<file path="src/rtl/pps_time_tx.sv">
// PPS/time link transmitter: emits a programmable-width PPS pulse, then a
// serial frame (start, NBITS data LSB first, even parity, stop) carrying the new second.
module pps_time_tx #(
   parameter string SYSCLKTYPE = "NONE",
   parameter int    NBITS      = 32
) (
   input  logic             sys_clk_i,
   input  logic             sys_rst_i,
   input  logic             en_i,
   input  logic             pps_flag_i,
   input  logic [NBITS-1:0] cur_sec_i,
   input  logic [15:0]      pulse_width_i,
   input  logic [7:0]       bit_period_i,
   output logic             pps_o,
   output logic             tx_o,
   output logic             busy_o,
   output logic [NBITS-1:0] sec_sent_o,
   output logic             overrun_o,
   output logic [15:0]      overrun_count_o
);

   typedef enum logic [2:0] {
      S_IDLE   = 3'd0,
      S_PULSE  = 3'd1,
      S_START  = 3'd2,
      S_DATA   = 3'd3,
      S_PARITY = 3'd4,
      S_STOP   = 3'd5
   } state_t;

   localparam logic [5:0] LP_LAST_IDX = 6'(NBITS - 1);

   function automatic logic f_even_parity(input logic [NBITS-1:0] d);
      return ^d;
   endfunction

   state_t           r_state;
   logic [15:0]      r_pcnt;
   logic [7:0]       r_bcnt;
   logic [5:0]       r_idx;
   logic [NBITS-1:0] r_shift;
   logic             r_par;
   logic [7:0]       r_bp;
   logic             r_pps;
   logic             r_tx;
   logic             r_busy;
   logic [NBITS-1:0] r_sec;
   logic             r_ovr;
   logic [15:0]      r_ovc;

   state_t           w_state;
   logic [15:0]      w_pcnt;
   logic [7:0]       w_bcnt;
   logic [5:0]       w_idx;
   logic [NBITS-1:0] w_shift;
   logic             w_par;
   logic [7:0]       w_bp;
   logic             w_accept;
   logic             w_overrun;
   logic [NBITS-1:0] w_sec_inc;
   logic             w_pps_nxt;
   logic             w_tx_nxt;
   logic             w_busy_nxt;

   assign w_accept  = pps_flag_i & en_i;
   assign w_overrun = w_accept & r_busy;
   assign w_sec_inc = cur_sec_i + NBITS'(1);

   // State and frame datapath registers
   always_ff @(posedge sys_clk_i or posedge sys_rst_i) begin
      if (sys_rst_i) begin
         r_state <= S_IDLE;
         r_pcnt  <= 16'd0;
         r_bcnt  <= 8'd0;
         r_idx   <= 6'd0;
         r_shift <= '0;
         r_par   <= 1'b0;
         r_bp    <= 8'd0;
      end else begin
         r_state <= w_state;
         r_pcnt  <= w_pcnt;
         r_bcnt  <= w_bcnt;
         r_idx   <= w_idx;
         r_shift <= w_shift;
         r_par   <= w_par;
         r_bp    <= w_bp;
      end
   end

   // Next state; an accepted flag always restarts the sequence, aborting any frame in flight
   always_comb begin
      w_state = r_state;
      w_pcnt  = r_pcnt;
      w_bcnt  = r_bcnt;
      w_idx   = r_idx;
      w_shift = r_shift;
      w_par   = r_par;
      w_bp    = r_bp;
      if (w_accept) begin
         w_state = S_PULSE;
         w_pcnt  = (pulse_width_i == 16'd0) ? 16'd0 : pulse_width_i - 16'd1;
         w_bp    = bit_period_i;
         w_bcnt  = bit_period_i;
         w_idx   = 6'd0;
         w_shift = w_sec_inc;
         w_par   = f_even_parity(w_sec_inc);
      end else begin
         case (r_state)
            S_IDLE: begin
               w_state = S_IDLE;
            end
            S_PULSE: begin
               if (r_pcnt == 16'd0) begin
                  w_state = S_START;
                  w_bcnt  = r_bp;
               end else begin
                  w_pcnt = r_pcnt - 16'd1;
               end
            end
            S_START: begin
               if (r_bcnt == 8'd0) begin
                  w_state = S_DATA;
                  w_bcnt  = r_bp;
                  w_idx   = 6'd0;
               end else begin
                  w_bcnt = r_bcnt - 8'd1;
               end
            end
            S_DATA: begin
               if (r_bcnt == 8'd0) begin
                  w_bcnt = r_bp;
                  if (r_idx == LP_LAST_IDX) begin
                     w_state = S_PARITY;
                  end else begin
                     w_idx   = r_idx + 6'd1;
                     w_shift = r_shift >> 1;
                  end
               end else begin
                  w_bcnt = r_bcnt - 8'd1;
               end
            end
            S_PARITY: begin
               if (r_bcnt == 8'd0) begin
                  w_state = S_STOP;
                  w_bcnt  = r_bp;
               end else begin
                  w_bcnt = r_bcnt - 8'd1;
               end
            end
            S_STOP: begin
               if (r_bcnt == 8'd0) begin
                  w_state = S_IDLE;
               end else begin
                  w_bcnt = r_bcnt - 8'd1;
               end
            end
            default: begin
               w_state = S_IDLE;
            end
         endcase
      end
   end

   // Line levels for the state about to be entered, so the outputs can be registered
   always_comb begin
      w_pps_nxt  = 1'b0;
      w_tx_nxt   = 1'b1;
      w_busy_nxt = 1'b1;
      case (w_state)
         S_IDLE:   w_busy_nxt = 1'b0;
         S_PULSE:  w_pps_nxt  = 1'b1;
         S_START:  w_tx_nxt   = 1'b0;
         S_DATA:   w_tx_nxt   = w_shift[0];
         S_PARITY: w_tx_nxt   = w_par;
         S_STOP:   w_tx_nxt   = 1'b1;
         default:  w_busy_nxt = 1'b0;
      endcase
   end

   // Registered outputs
   always_ff @(posedge sys_clk_i or posedge sys_rst_i) begin
      if (sys_rst_i) begin
         r_pps  <= 1'b0;
         r_tx   <= 1'b1;
         r_busy <= 1'b0;
         r_sec  <= '0;
         r_ovr  <= 1'b0;
         r_ovc  <= 16'd0;
      end else begin
         r_pps  <= w_pps_nxt;
         r_tx   <= w_tx_nxt;
         r_busy <= w_busy_nxt;
         r_ovr  <= w_overrun;
         if (w_accept) begin
            r_sec <= w_sec_inc;
         end
         if (w_overrun && (r_ovc != 16'hFFFF)) begin
            r_ovc <= r_ovc + 16'd1;
         end
      end
   end

   assign pps_o           = r_pps;
   assign tx_o            = r_tx;
   assign busy_o          = r_busy;
   assign sec_sent_o      = r_sec;
   assign overrun_o       = r_ovr;
   assign overrun_count_o = r_ovc;

endmodule

</file>
<file path="config.mk">
export PLATFORM = sky130hd
export DESIGN_NAME = pps_time_tx
export DESIGN_NICKNAME = d
export VERILOG_FILES = /design/src/rtl/pps_time_tx.sv
export SDC_FILE = /design/constraint.sdc
export NUM_CORES = 1
export LEC_CHECK = 0
export ABC_AREA = 1
export ABC_CLOCK_PERIOD_IN_PS = 4400
export CAP_MARGIN = 40
export CORE_AREA = 2 2 104 147
export DETAILED_ROUTE_END_ITERATION = 10
export DIE_AREA = 0 0 106 149
export PLACE_DENSITY = 0.79
export SLEW_MARGIN = 20
export SYNTH_ARGS = -nofsm -noshare
export SYNTH_HDL_FRONTEND = slang
export SYNTH_SLANG_ARGS = --single-unit
export TNS_END_PERCENT = 100
</file>
<file path="constraint.sdc">
create_clock -name sys_clk_i -period 4.4 [get_ports sys_clk_i]
set_input_delay 0.66 -clock sys_clk_i [delete_from_list [all_inputs] [get_ports sys_clk_i]]
set_output_delay 0.66 -clock sys_clk_i [all_outputs]
set_load 0.005 [all_outputs]
</file>
**After elaboration in Yosys (flattened, before gate mapping)**

Cells that the tools add are included.

- Output and inout port bits: 52
- Register bits: 126
- Input bits: 60

- Reduce and logical (&&, ||, !) cells: 16
- $add $sub $neg: 6
- Mux-type cells: 30
- Bitwise operators: 2
- Equality and inequality tests: 19

Operators by type and width:

| operator | count |
|---|---|
| two-way mux 32 bit | 4 |
| two-way mux 16 bit | 4 |
| adder 32 x 1 -> 32 bit, second input constant | 1 |
| logical NOT 16 bit | 2 |
| two-way mux 8 bit | 4 |
| XOR reduction 32 bit | 1 |
| subtractor 16 x 1 -> 16 bit, second input constant | 2 |
| two-way mux 6 bit | 4 |
| one-hot mux 8 bit (3 select lines) | 1 |
| two-way mux 3 bit | 7 |
| adder 16 x 1 -> 16 bit, second input constant | 1 |
| inequality test 16 bit, second input constant | 1 |
| inequality test 3 bit, second input constant | 5 |
| one-hot mux 3 bit (5 select lines) | 1 |
| equality test 3 x 2 -> 1 bit, second input constant | 4 |
| equality test 3 bit, second input constant | 4 |
| one-hot mux 6 bit (2 select lines) | 1 |
| logical NOT 8 bit | 1 |
| subtractor 8 x 1 -> 8 bit, second input constant | 1 |
| adder 6 x 1 -> 6 bit, second input constant | 1 |
| equality test 3 x 1 -> 1 bit, second input constant | 2 |
| equality test 6 x 5 -> 1 bit, second input constant | 1 |
| AND reduction 3 bit | 2 |
| nonzero test 2 bit | 3 |
| 11 further kinds | 15 |

**Logic depth before layout (Yosys ltp)**

Gate-level depths: netlist of the first run.

- Word-level depth: 8
- Gate-level depth with buffers: 20
- Mapped depth without buffers: 20

**Worst setup path before layout of the first run**

OpenSTA, ideal clock, no wires.

- Kind: input -> register
- Start: input cur_sec_i[0]
- End: register r_par
- Required time: 4.283 ns
- Path slack: 2.135 ns
- Data arrival time: 2.147 ns
- Path buffers: 0
- Stages: 20
- Setup time: 0.117 ns
- Cells stage by stage: ha_1 > nand2_1 > nor2_4 > nand2_4 > nor2_8 > nand2_1 > nand2_1 > nand2_1 > nand2_1 > nand2_1 > inv_2 > nand2_2 > nand2_1 > nand2_1 > nand2_1 > nand2_1 > nand2_1 > nand2_1 > nand3_1 > nand2_1

- Cells in the longest elaborated chain, start to end: 3

RTL lines:

| element | line | source |
|---|---|---|
| from (decl) | 11 | `input logic [NBITS-1:0] cur_sec_i,` |
| adder 32 x 1 -> 32 bit | 67 | `assign w_sec_inc = cur_sec_i + NBITS'(1);` |
| XOR reduction 32 bit | 34 | `return ^d;` |
| two-way mux 1 bit | 99 | `if (w_accept) begin` |
| via w_par | 56 | `logic w_par;` |
| to (signal assigned) | 85 | `r_par <= w_par;` |
| to (decl) | 42 | `logic r_par;` |

The timed path passes the listed nets, and every way through them passes these cells.
A chain may end at the register's enable or synchronous reset.

**Worst setup path after layout of the first run**

Same ends and word-level chain as after synthesis.

==> results.cfg, run 1 <==
[drt]
drt_wl_total_mm = 19.79
firstDrtPassIters = 7
first_iter_violations = 468
num_vias = 7477
drc = 0
routed_via_density = 5.221
avgRoutedWirePerCell_um = 13.82
ant_nets = 0

[synthesis]
synthAdderAreaFrac = 0.009588
async_reset_ff_frac = 1.000
syn_inst = 1112
synth_top_family_by_area = simple AND/OR/NAND/NOR gates
synth-compound-area-share = 0.1024
synth-edff-count = 0
synth-seq-cells = 126
synth-xor-area-share = 0.06152
yosysUniqueCellTypes = 44
syn_area_mm2 = 0.007830
synth_area_leaders = dfrtp_1 (40%), nand2_1 (21%), inv_1 (6.8%)
netlist.area_leader.share = 0.3995
synth_top_area_cell = dfrtp_1
synth.avg_cell_area_um2 = 7.041
synth_commonest_cells = nand2_1 (433), inv_1 (141), dfrtp_1 (125)
synth_fp_nets = 1178
synth_most_common_cell = nand2_1
yosys.area_share.simple = 0.3400
muxShareOfSynthArea = 0
ys_warn_count = 0
yosys_most_used_dff = dfrtp_1
synth.yosys.seq_area_share = 0.4028

[clocking]
clock_path_buffers = 2
cts_made_buffers = 17
clock_latency_ps = 420
ctsRootBufferMaster = clkbuf_16
ctsHoldBuffers = 0
ctsResizeCount = 0
cts_sinks = 126
htreeDepth = 4
postCtsSetupRepairBufs = 0
clkTransAtPathRegs_ps = 60
cts_tree = built

[pwr]
power.density_mw_per_mm2 = 435.4
clockPowerShare = 0.346
p_sw_frac = 0.3274
p_switching_mw = 1.400
internal-power_mw = 2.876
comb_power_share = 0.286
p_leak_nw = 4.915
ir_drop_uv = 323.7
sequentialPowerShare = 0.369

[sta]
worstMarginPinSlew_ps = 673.2
hold_viol_final = 0
post-route-period-util = 0.6122
slew_viol_final = 0
slew_headroom = 0.5512
clock_skew_ps = 5.685
fin_setup_tns_ps = 0
rsz0062_at_grt = no
fin_ws_ps = 1706
period_minus_slack_ps = 2694
fmax_ghz = 0.3712
finalSetupViolCount = 0

[hold_path]
hp-class = reg2reg

[final_layout]
utilization = 0.6701
drive_above_1_share = 0.06694
nets = 1293
area_delta_synth_final_pct = 25.42
num_antenna_cells = 0

[global_route]
grt_max_degree = 65
grt_remaining_overflow = 0
grt_pass1_vias = 7326
grt.total_usage = 0.2650
antenna_found_initial = 0
grt_pass1_wl_mm = 33.45

[setup_path]
crit_fanout = 6
slowest_stage = clkdlybuf4s50_1
arrival_ps = 3000
slowest_delay_ps = 540
endpoint_kind = register
cp_top_family = simple AND/OR/NAND/NOR gates
critPathKind = in2reg
path_buf_inv = 3
cp.required_ps = 4700
startpoint_type = input port
crit_top_cell = nand2_1
path_cells = clkdlybuf4s50_1, ha_1, nand2_1, nor2_4, nand3_2, clkinv_1, nand2_1, nand2_1, nand2_1, inv_1, nand2_1, nand2_1, nand2_2, nand2_1, nand2_1, nand2_1, nand2_1, nand2_1, nand2_1, nand3_1, nand2_1

[status]
status = finished, final reports clean

[die]
pin_count = 112
die_area_mm2 = 0.01579
fp.coreArea_mm2 = 0.01466
fp.dieH_um = 149
rows = 53
start_util = 0.5343
die_x_um = 106

[place]
gp_congestion = 0.8767
dpl_worst_slack_ps = 1285
hpwlAfterDp_mm = 14.58
io_buffer_count = 111

[job]
drv_cap = 0
==> cell families after synthesis <==
group                    Yosys count
buffers and inverters            172
AO/OA/AOI/OAI                    123
flip-flops                       126
AND/OR/NAND/NOR                  630
XOR/XNOR                          55
adder cells (fa/ha/maj)            6
==> tightest hold or removal path: stages (launching register included) <==
cell,delay [ps]
dfrtp_1,340
nand2_1,50
nand2_1,50
==> registers in the layout, summed over array words and instances (netlist names), 3 cells and up <==
signal,cells
r_shift,32
sec_sent_o,32
overrun_count_o,16
r_pcnt,16
r_bcnt,8
r_bp,8
r_idx,6
r_state,3
==> layer usage <==
layer  share of wire  vias to the layer above  global-route usage
met1            0.39                     3477              0.3005
met4           0.032                        0              0.1066
met3           0.039                       46             0.04281
met2            0.54                      195              0.4926
met5               0                        -                   0
li1                -                     3759                   -
==> per-stage QoR <==
step	instances	total power [mW]	hold slack, ps	instance area (um^2)
after floorplan	1112	2.340	443.1	7830
after CTS	1432	4.294	478.5	9821
after global placement	1399	2.748	457.9	9165
final	1432	4.276	476.6	9821
after global routing	1432	4.538	499.3	9821
after detailed placement	1400	2.790	464.4	9185
==> power by group through the flow <==
stage / registers [mW] / logic (mW) / clock network, mW
after CTS: 1.58 / 1.22 / 1.49
after floorplan: 1.55 / 0.786 / 0
after global routing: 1.60 / 1.39 / 1.55
after detailed placement: 1.59 / 1.20 / 0
after global placement: 1.58 / 1.17 / 0
final: 1.58 / 1.22 / 1.48
==> final cells by class <==
cell class	instances	area, um^2
Timing Repair Buffer	118	1201
Clock buffer	21	480.5
Fill cell	1224	4835
Clock inverter	11	155.1
Tap cell	192	240.2
Inverter	150	565.5
Multi-Input combinational cell	814	4024
Sequential cell	126	3154
==> placed cells by master, fill, tap and decap left out, types with 6 or more instances in the layout <==
| cell type | instances |
|---|---|
| xor2_1 | 39 |
| o221ai_1 | 34 |
| nand2_2 | 9 |
| nor2_1 | 84 |
| a21oi_1 | 14 |
| o22ai_1 | 6 |
| inv_1 | 140 |
| nor2_4 | 10 |
| inv_2 | 6 |
| xnor2_1 | 16 |
| nand2_1 | 432 |
| o21ai_0 | 48 |
| clkdlybuf4s50_1 | 111 |
| ha_1 | 6 |
| dfrtp_1 | 125 |
| nor3_1 | 8 |
| nand4_1 | 8 |
| nand3_1 | 57 |
| clkbuf_16 | 17 |
==> worst paths after layout <==
| path | from | endpoint | slack, ps | cells past startpoint |
|---|---|---|---|---|
| max | cur_sec_i[0] | r_par | 1710 | 21 |
| min | sec_sent_o[22] | sec_sent_o[22] | 480 | 2 |
| max reg2reg | r_pcnt[0] | r_bcnt[6] | 1810 | 12 |
| min reg2reg | sec_sent_o[22] | sec_sent_o[22] | 480 | 2 |
| max in group asynchronous | sys_rst_i | tx_o | 2820 | 4 |
| min in group asynchronous | sys_rst_i | overrun_count_o[15] | 630 | 2 |
Note: power is estimated with default switching activity, not from simulation.
==> run 2, diff against run 1 <==
--- a/config.mk
+++ b/config.mk
@@ -6,7 +6,7 @@
 export NUM_CORES = 1
 export LEC_CHECK = 0
 export ABC_AREA = 1
-export ABC_CLOCK_PERIOD_IN_PS = 4400
+export ABC_CLOCK_PERIOD_IN_PS = 2600
 export CAP_MARGIN = 40
 export CORE_AREA = 2 2 104 147
 export DETAILED_ROUTE_END_ITERATION = 10
==> constraint.sdc (replaced) <==
create_clock -name sys_clk_i -period 2.6 [get_ports sys_clk_i]
set_input_delay 0.39 -clock sys_clk_i [delete_from_list [all_inputs] [get_ports sys_clk_i]]
set_output_delay 0.39 -clock sys_clk_i [all_outputs]
set_load 0.005 [all_outputs]
==> results.cfg, run 2 (same netlist as run 1, synthesis figures left out) <==
[clocking]
htreeDepth = 4
clkTransAtPathRegs_ps = 60
ctsRootBufferMaster = clkbuf_16
cts_made_buffers = 17
clock_latency_ps = 420
cts_sinks = 126
cts_tree = built
clock_path_buffers = 2

[hold_path]
hp-class = in2async

[setup_path]
endpoint_kind = register
startpoint_type = register
crit-reg2reg-capture = r_bcnt[0]
slowest_stage = dfrtp_1
reg2reg_from = r_pcnt[0]
crit_start = r_pcnt[0]
crit_fanout = 16
path_cells = inv_1, ha_1, inv_1, nor2_2, nand4_1, nor3_2, nand4_1, nand2_1, nor2_1, o21ai_2, buf_6, nor2_1, a31oi_1
cp.required_ps = 2930
worstSetupEndpoint = r_bcnt[0]
critPathKind = reg2reg
ff2ff_path_depth = 13
arrival_ps = 2740
reg2reg_slack_ps = 190
slowest_delay_ps = 400

[die]
pin_count = 112
fp.coreArea_mm2 = 0.01466
die_area_mm2 = 0.01579
fp.dieH_um = 149
start_util = 0.5343
die_x_um = 106
rows = 53

[place]
io_buffer_count = 111
dpl_worst_slack_ps = -208.6
hpwlAfterDp_mm = 15.35
place_inst = 1465
gp_congestion = 0.9689

[global_route]
grt_max_degree = 42
grt_remaining_overflow = 0
use_met1 = 0.2931
grt.total_usage = 0.2590
antenna_found_initial = 0
grt_use_met2 = 0.4732
met3_usage = 0.04281
grt_pass1_vias = 7328
busiest_layer = met2
grt_pass1_wl_mm = 32.89

[final_layout]
layout.cells.non_filler = 1503
nets = 1364
area_delta_synth_final_pct = 31.98
drive_above_1_share = 0.1243
final_cell_mix = nand2_1 (430), inv_1 (139), dfrtp_1 (125), clkdlybuf4s50_1 (110), nor2_1 (80)
num_antenna_cells = 0
layout_commonest_cell = nand2_1

[drt]
num_vias = 7706
avgRoutedWirePerCell_um = 13.29
routed_via_density = 5.127
ant_nets = 0
drt_wl_total_mm = 19.98
firstDrtPassIters = 5
drc = 0
first_iter_violations = 439

[sta]
hold_viol_final = 0
post-route-period-util = 0.9267
finalSetupViolCount = 0
fin_ws_ps = 190.6
clock_skew_ps = 9.726
worstMarginPinSlew_ps = 588.3
period_minus_slack_ps = 2409
slew_viol_final = 0
fmax_ghz = 0.4150
slew_headroom = 0.6069

[pwr]
p_leak_nw = 5.235
ir_drop_uv = 557.2
power.density_mw_per_mm2 = 685.4

[job]
drv_cap = 0

[status]
status = finished, final reports clean
run 2: how the worst min path moves through the flow:
stage / cells past startpoint / to / slack, ps / start
global route: 2 / r_bcnt[0] / 440 / sys_rst_i
global placement: 2 / r_bp[1] / 460 / r_bp[1]
finish: 2 / overrun_count_o[11] / 400 / sys_rst_i
CTS: 2 / overrun_count_o[3] / 410 / sys_rst_i
floorplan: 2 / r_bp[1] / 440 / r_bp[1]
detailed placement: 2 / sec_sent_o[24] / 470 / sec_sent_o[24]
run 2: worst max-delay path, delay by kind of cell (launching register included):
kind / cells / cell delay (ps)
and+or+nand+nor: 7 / 1120
adders and majority gates: 1 / 170
buffers and inverters: 3 / 320
AOI/OAI and AO/OA: 2 / 310
DFF: 1 / 400
run 2: routing by layer:
metal,up-vias,routed length (um)
met5,-,0
met4,0,736
met3,48,584
met2,184,10620
met1,3569,8039
li1,3905,-
run 2: final cells by class:
cell class,instances,area (um^2)
fill,1168,4322
multi-input combinational,814,4066
sequential,126,3154
timing repair buffer,189,1740
inverter,150,569.3
clock buffer,18,429.2
tap,192,240.2
clock inverter,14,133.9
run 2: timing repair:
action | CTS | global route
endpoints found under the setup margin | 0 | 23
resized for setup | 0 | 16
buffers inserted | 0 | 6
hold buffers | 0 | 0
run 2: through the flow:
stage | cell area (um^2) | total power, mW | hold slack (ps) | util | TNS, ps
2_1_floorplan | 7834 | 3.961 | 443.1 | - | 0
3_3_place_gp | 9674 | 4.699 | 459.7 | 0.6601 | -135.9
3_5_place_dp | 9674 | 4.775 | 465.2 | 0.6601 | -208.6
4_1_cts | 10240 | 7.059 | 408.0 | 0.6985 | 0
5_1_grt | 10330 | 7.529 | 437.3 | 0.7051 | -96.61
6_report | 10330 | 7.082 | 399.5 | 0.7051 | 0
run 2: where the power goes:
part	total, mW	leakage, nW	internal (mW)	switching [mW]
clock	2.26	0.260	1.33	0.928
combinational	2.17	3.39	0.976	1.19
sequential	2.66	1.58	2.37	0.285
==> run 3, diff against run 2 <==
--- a/config.mk
+++ b/config.mk
@@ -6,7 +6,7 @@
 export NUM_CORES = 1
 export LEC_CHECK = 0
 export ABC_AREA = 1
-export ABC_CLOCK_PERIOD_IN_PS = 2600
+export ABC_CLOCK_PERIOD_IN_PS = 2900
 export CAP_MARGIN = 40
 export CORE_AREA = 2 2 104 147
 export DETAILED_ROUTE_END_ITERATION = 10
==> constraint.sdc (replaced) <==
create_clock -name sys_clk_i -period 2.9 [get_ports sys_clk_i]
set_input_delay 0.435 -clock sys_clk_i [delete_from_list [all_inputs] [get_ports sys_clk_i]]
set_output_delay 0.435 -clock sys_clk_i [all_outputs]
set_load 0.005 [all_outputs]
==> results.cfg, run 3 (same netlist as run 1, synthesis figures left out) <==
[pwr]
p_leak_nw = 4.943
ir_drop_uv = 467.9
power.density_mw_per_mm2 = 655.3
total_power_mw = 6.461

[drt]
dr_wl_met2_mm = 10.37
drc = 0
firstDrtPassIters = 5
highest_layer = met4
wl_met1_mm = 7.931
ant_nets = 0
avgRoutedWirePerCell_um = 13.55
first_iter_violations = 428
routed_via_density = 5.206
drt_wl_total_mm = 19.52
routed-wl-met3_um = 671
num_vias = 7496

[sta]
hold_viol_final = 0
fin_setup_tns_ps = 0
period_minus_slack_ps = 2517
rsz0062_at_grt = no
slew_viol_final = 0
slew_headroom = 0.5396
clock_skew_ps = 11.62
finalSetupViolCount = 0
fmax_ghz = 0.3974
worstMarginPinSlew_ps = 689.2
post-route-period-util = 0.8678

[status]
status = finished, final reports clean

[die]
die_x_um = 106
pin_count = 112
rows = 53
fp.dieH_um = 149
die_area_mm2 = 0.01579
fp.coreArea_mm2 = 0.01466
start_util = 0.5343

[final_layout]
nets = 1302
layout_commonest_cell = nand2_1
final_cell_mix = nand2_1 (432), inv_1 (140), dfrtp_1 (125), clkdlybuf4s50_1 (111), nor2_1 (84)
num_antenna_cells = 0
area_delta_synth_final_pct = 25.93
drive_above_1_share = 0.07212

[clocking]
cts_tree = built
clkTransAtPathRegs_ps = 60
htreeDepth = 4
ctsResizeCount = 0
clock_path_buffers = 2
cts_sinks = 126
clock_latency_ps = 410
postCtsSetupRepairBufs = 0
ctsRootBufferMaster = clkbuf_16
ctsHoldBuffers = 0
cts_made_buffers = 17

[global_route]
grt.total_usage = 0.2623
grt_pass1_vias = 7305
grt_remaining_overflow = 0
grt_max_degree = 65
grt_pass1_wl_mm = 33.24
antenna_found_initial = 0

[setup_path]
startpoint_type = register
arrival_ps = 2850
reg2reg_from = r_pcnt[0]
crit-reg2reg-capture = r_bcnt[5]
cp.required_ps = 3230
worstSetupEndpoint = r_bcnt[5]
endpoint_kind = register
ff2ff_path_depth = 13
crit_start = r_pcnt[0]
reg2reg_slack_ps = 380
crit_fanout = 9
critPathKind = reg2reg

[place]
gp_congestion = 0.9012
hpwlAfterDp_mm = 14.69
io_buffer_count = 111

[hold_path]
hp-class = reg2reg
hold_depth = 2

[job]
drv_cap = 0
run 3: power breakdown:
part           leakage, nW  total, mW  internal (mW)  switching, mW
combinational         3.07       1.84          0.800           1.04
sequential            1.58       2.38           2.13          0.255
clock                0.289       2.24           1.44          0.800
total                 4.94       6.46           4.37           2.10
run 3: per-layer routing:
layer / global-route usage / vias to the layer above
met2: 0.4765 / 181
met3: 0.04107 / 32
met4: 0.1178 / 0
li1: - / 3772
met5: 0 / -
met1: 0.3029 / 3511
run 3: worst min path at each step:
stage | start | to | slack (ps)
final | sec_sent_o[28] | sec_sent_o[28] | 480
after global routing | sec_sent_o[25] | sec_sent_o[25] | 510
after CTS | r_bp[2] | r_bp[2] | 480
after detailed placement | r_bp[4] | r_bp[4] | 460
after global placement | r_bp[3] | r_bp[3] | 460
after floorplan | r_bp[1] | r_bp[1] | 440
run 3: through the flow:
| step | instances | worst slack, ps | util | instance area, um^2 | hold WS (ps) |
|---|---|---|---|---|---|
| floorplan | 1112 | 860.3 | - | 7834 | 443.1 |
| detailed placement | 1409 | -19.34 | 0.6306 | 9241 | 464.7 |
| global route | 1440 | 122.6 | 0.6728 | 9861 | 508.6 |
| CTS | 1440 | 380.7 | 0.6728 | 9861 | 478.4 |
| global placement | 1409 | 101.8 | 0.6306 | 9241 | 463.0 |
| finish | 1440 | 383.4 | 0.6728 | 9861 | 476.8 |
run 3: final cells by class:
| type | instances | area, um^2 |
|---|---|---|
| Clock inverter | 13 | 190.2 |
| Sequential cell | 126 | 3154 |
| Fill cell | 1230 | 4795 |
| Inverter | 150 | 566.8 |
| Timing Repair Buffer | 127 | 1256 |
| Tap cell | 192 | 240.2 |
| Clock buffer | 18 | 429.2 |
| Multi-Input combinational cell | 814 | 4024 |
run 3: worst max-delay path, stage by stage (launching register included):
cell	delay (ps)
dfrtp_1	390
inv_1	80
ha_1	160
inv_1	50
nor2_1	170
nand4_1	220
nor3_2	220
nand4_1	190
nand2_1	140
nor2_1	110
o21ai_2	300
buf_4	230
nor2_1	50
a21oi_1	130
